## src/rtl/shift_add_multiplier.sv

```systemverilog
// ---------------------------------------------------------------------------
// shift_add_multiplier
//   Sequential 8x8 unsigned multiplier. One partial product is added per clock
//   through a single 8-bit ripple adder (no carry-in). The 17-bit value
//   {carry, sum, Q} is shifted right each iteration, so after eight
//   iterations {ACC, Q} holds the full 16-bit product.
//
//   Ports:
//     clk      in   rising-edge clock
//     rst_n    in   asynchronous active-low reset
//     start    in   request, sampled only in IDLE
//     a        in   [7:0] multiplicand, captured on acceptance
//     b        in   [7:0] multiplier, captured on acceptance
//     busy     out  high while in RUN
//     done     out  single-cycle pulse in DONE, product valid
//     product  out  [15:0] registered result, held until next completion
//
//   ripple_adder_8 is the team's 8-bit ripple-carry adder (a + b -> s, cout).
// ---------------------------------------------------------------------------

module ripple_adder_8 (
  input  logic [7:0] a,
  input  logic [7:0] b,
  output logic [7:0] s,
  output logic       cout
);

  logic [8:0] carry;

  assign carry[0] = 1'b0;

  for (genvar i = 0; i < 8; i++) begin : g_fa
    assign s[i]       = a[i] ^ b[i] ^ carry[i];
    assign carry[i+1] = (a[i] & b[i]) | (carry[i] & (a[i] ^ b[i]));
  end

  assign cout = carry[8];

endmodule

module shift_add_multiplier #(
  parameter int WIDTH = 8
) (
  input  logic                 clk,
  input  logic                 rst_n,
  input  logic                 start,
  input  logic [WIDTH-1:0]     a,
  input  logic [WIDTH-1:0]     b,
  output logic                 busy,
  output logic                 done,
  output logic [2*WIDTH-1:0]   product
);

  // The arithmetic resource is a fixed 8-bit adder, so no other width works.
  if (WIDTH != 8) begin : g_width_check
    $error("shift_add_multiplier: WIDTH must be 8");
  end

  typedef enum logic [1:0] {
    IDLE = 2'd0,
    RUN  = 2'd1,
    DONE = 2'd2
  } state_t;

  state_t       state_q, state_d;
  logic [7:0]   m_q, m_d;
  logic [7:0]   acc_q, acc_d;
  logic [7:0]   q_q, q_d;
  logic [2:0]   count_q, count_d;
  logic [15:0]  product_q, product_d;

  logic [7:0]   add_b;
  logic [7:0]   add_s;
  logic         add_cout;

  // Adder B is explicitly zero when the current multiplier bit is 0.
  assign add_b = q_q[0] ? m_q : 8'h00;

  ripple_adder_8 u_adder (
    .a    (acc_q),
    .b    (add_b),
    .s    (add_s),
    .cout (add_cout)
  );

  always_comb begin
    state_d   = state_q;
    m_d       = m_q;
    acc_d     = acc_q;
    q_d       = q_q;
    count_d   = count_q;
    product_d = product_q;

    unique case (state_q)
      IDLE: begin
        if (start) begin
          m_d     = a;
          q_d     = b;
          acc_d   = 8'h00;
          count_d = 3'd0;
          state_d = RUN;
        end
      end

      RUN: begin
        // Right shift of {cout, sum, Q}: the carry lands in ACC[7] and is
        // never dropped, so 0xFF*0xFF fits.
        acc_d   = {add_cout, add_s[7:1]};
        q_d     = {add_s[0], q_q[7:1]};
        count_d = count_q + 3'd1;
        if (count_q == 3'd7) begin
          product_d = {add_cout, add_s[7:1], add_s[0], q_q[7:1]};
          state_d   = DONE;
        end
      end

      DONE: begin
        state_d = IDLE;
      end

      default: begin
        state_d = IDLE;
      end
    endcase
  end

  always_ff @(posedge clk or negedge rst_n) begin
    if (!rst_n) begin
      state_q   <= IDLE;
      m_q       <= 8'h00;
      acc_q     <= 8'h00;
      q_q       <= 8'h00;
      count_q   <= 3'd0;
      product_q <= 16'h0000;
    end else begin
      state_q   <= state_d;
      m_q       <= m_d;
      acc_q     <= acc_d;
      q_q       <= q_d;
      count_q   <= count_d;
      product_q <= product_d;
    end
  end

  assign busy    = (state_q == RUN);
  assign done    = (state_q == DONE);
  assign product = product_q;

endmodule

```

## config.mk

```make
export PLATFORM = sky130hd
export DESIGN_NAME = shift_add_multiplier
export DESIGN_NICKNAME = d
export VERILOG_FILES = /design/src/rtl/shift_add_multiplier.sv
export SDC_FILE = /design/constraint.sdc
export NUM_CORES = 1
export LEC_CHECK = 0
export BUFFER_PORTS_ARGS = -buffer_cell sky130_fd_sc_hd__buf_2
export CAP_MARGIN = 20
export CORE_UTILIZATION = 36
export CTS_CLUSTER_DIAMETER = 40
export DETAILED_ROUTE_END_ITERATION = 10
export PLACE_DENSITY = 0.62
export SLEW_MARGIN = 5
export SYNTH_ARGS = -nofsm -noshare
export SYNTH_HDL_FRONTEND = slang
export SYNTH_SLANG_ARGS = --single-unit
```

## constraint.sdc

```tcl
create_clock -name clk -period 4.5 [get_ports clk]
set_clock_uncertainty 0.1 [all_clocks]
set_input_delay 0.675 -clock clk [delete_from_list [all_inputs] [get_ports clk]]
set_output_delay 0.675 -clock clk [all_outputs]
set_load 0.01 [all_outputs]
```

==> impl_metrics.json <==
{
  "nNetsFinal": 234,
  "design.die.area_um2": 5950,
  "ctsResizeCount": 0,
  "synth_ff_type": "dfrtp_1",
  "synth_compound_area_share_pct": 12.6,
  "slowest_stage": "fa_1",
  "areaGrowthSynthToFinish_pct": 15.3,
  "diodes": 0,
  "antenna_found_initial": 0,
  "cts.path.max_buffers": 2,
  "synth_top_family_by_area": "compound AO/OA/AOI/OAI gates",
  "crit_fanout": 9,
  "ir_worst_vdd_v": 0.000328,
  "finalCritPeriodShare_pct": 89.3,
  "path_delay_family": "adder cells",
  "drtAntennaViolNets": 0,
  "slew_headroom_pct": 31.6,
  "status": "complete, no violations",
  "vias_per_cell": 4.89,
  "fillers": 536,
  "numCtsBuffers": 5,
  "hold_path.class": "in -> async",
  "slew_viol_final": 0,
  "rsz0062_at_grt": "false",
  "maxCapViolCount": 0,
  "cpMostUsedCell": "fa_1",
  "syn_area_um2": 2030,
  "numPortBuffers": 36,
  "crit_type": "reg -> reg",
  "wl_per_cell_um": 13.7,
  "cts_tree": "done",
  "synth_edf_count": 0,
  "clock_latency_ps": 300,
  "start_util_pct": 38.6,
  "synthAdderAreaFrac_pct": 8.74,
  "hpwl_um": 2550,
  "setup-tns-final_ps": 0,
  "drive_above_1_share_pct": 31.7,
  "yosys_warnings": 0,
  "r2r_end": "acc_q[6]",
  "worstPathCellList": "and2_1, ha_1, inv_1, fa_1, fa_1, fa_1, fa_1, fa_1, fa_1, fa_1, o21ai_0",
  "tightest_slew_ps": 1020,
  "cts_root_buf": "clkbuf_8",
  "die-height_um": 77.1,
  "cp-end-kind": "register",
  "synth_seq_cells": 45,
  "clock-sinks": 45,
  "num_vias": 1344,
  "first_pass_iters": 4,
  "clk_pin_slew_ps": 90,
  "setup_viol": 0,
  "seq_area_frac_synth_pct": 55.4,
  "crit_cells": 11,
  "arrival_ps": 4080,
  "syn_area_per_cell_um2": 12.0,
  "synthCells": 170,
  "htreeDepth": 2,
  "reg2reg_depth": 11,
  "overflow": 0,
  "grt_pass1_wl_um": 6780,
  "final_common_cell": "dfrtp_1",
  "finalCriticalPeriod_ps": 4020,
  "p_per_area_nw_per_um2": 726,
  "max_stage_delay_ps": 510,
  "synth_xor_area_share_pct": 0,
  "required_ps": 4560,
  "async_reset_ff_share_pct": 100,
  "synth.distinct_cells": 24,
  "grt_usage_pct": 14.6,
  "holdBufCountCts": 0,
  "coreArea_um2": 5270,
  "final-hold-violation-count": 0,
  "p_leak_nw": 1.09,
  "crit_buf_inv": 1,
  "synthSimpleGateAreaFrac_pct": 8.68,
  "final_cell_mix": "dfrtp_1 (45), buf_2 (36), nand2_1 (24)",
  "drc": 0,
  "r2r_start": "q_q[0]",
  "place.gp.congestion": 0.723,
  "wirelength_um": 3770,
  "synthMuxAreaShare_pct": 8.87,
  "startpoint_type": "register",
  "synthesis.nets": 199,
  "p_total_mw": 1.70,
  "r2r_setup_slack_ps": 480,
  "ioPinCount": 37,
  "die_w_um": 77.1,
  "grt_pass1_vias": 1419,
  "grt_max_degree": 46,
  "drtIter0Drc": 80,
  "placementRows": 26,
  "postCtsSetupBuffers": 0,
  "fmax_mhz": 249
}
## worst reg2reg max path, delay by kind of cell, from the launching register on
family	cells	cell delay, ps
AOI/OAI and AO/OA	1	90
adders and majority gates	8	2980
buffers and inverters	1	50
DFF	1	490
and+or+nand+nor	1	180
## cell usage after synthesis, types with 2 or more instances
cell type | n | area, um2
buf_4 | 2 | 15.0
nand2b_1 | 2 | 12.5
ha_1 | 3 | 37.5
buf_6 | 3 | 33.8
a21oi_1 | 8 | 40.0
fa_1 | 7 | 140
nand2_1 | 24 | 90.1
a22o_1 | 2 | 17.5
inv_1 | 13 | 48.8
dfrtp_1 | 45 | 1130
o22ai_1 | 14 | 87.6
nor2_1 | 2 | 7.51
buf_2 | 3 | 15.0
o21ai_0 | 17 | 85.1
mux2_2 | 16 | 180
## metrics by stage
step                      hold slack (ps)  instances  util (%)  worst slack, ps  instance area [um2]
after CTS                             390        274      44.1              478                 2320
final                                 206        275      44.4              483                 2340
after floorplan                       279        170         -              598                 2030
after global placement                364        267      42.4              568                 2230
after global routing                  231        275      44.4              263                 2340
after detailed placement              369        267      42.4              452                 2230
## worst max path at each step
stage,from,end
after floorplan,q_q[0],acc_q[6]
after global placement,q_q[0],acc_q[6]
after detailed placement,q_q[0],acc_q[6]
after CTS,q_q[0],acc_q[6]
after global routing,q_q[0],acc_q[6]
final,q_q[0],acc_q[6]
## layer usage
| layer | routed length, um | track usage [%] | vias up |
|---|---|---|---|
| li1 | - | - | 647 |
| met1 | 1810 | 20.0 | 655 |
| met2 | 1710 | 21.9 | 35 |
| met3 | 186 | 3.57 | 7 |
| met4 | 64 | 6.23 | 0 |
| met5 | 0 | 0 | - |
## registers in the layout (all words and copies together), names as in the netlist
signal	count
product	16
acc_q	8
m_q	8
q_q	8
count_q	3
state_q	2
## kinds of logic (layout without fill, tap and decap cells)
kind of cell,count (synthesis),count (layout)
muxes,16,16
buffers and inverters,22,57
and+or+nand+nor,33,33
DFF,45,45
adders and majority gates,10,10
AOI/OAI and AO/OA,44,44
## power by group
group | total, mW | internal (mW) | switching [mW]
Clock | 0.257 | 0.122 | 0.136
Combinational | 0.707 | 0.332 | 0.375
Sequential | 0.736 | 0.603 | 0.133
## layout make-up
class	count	area, um2	share of cell area [%]
Inverter	13	48.8	2.08
Clock buffer	6	82.6	3.53
Tap cell	70	87.6	3.74
Clock inverter	1	7.51	0.321
Multi-Input combinational cell	103	790	33.7
Timing Repair Buffer	37	200	8.55
Sequential cell	45	1130	48.1
Power figures use the tool's default switching activity.
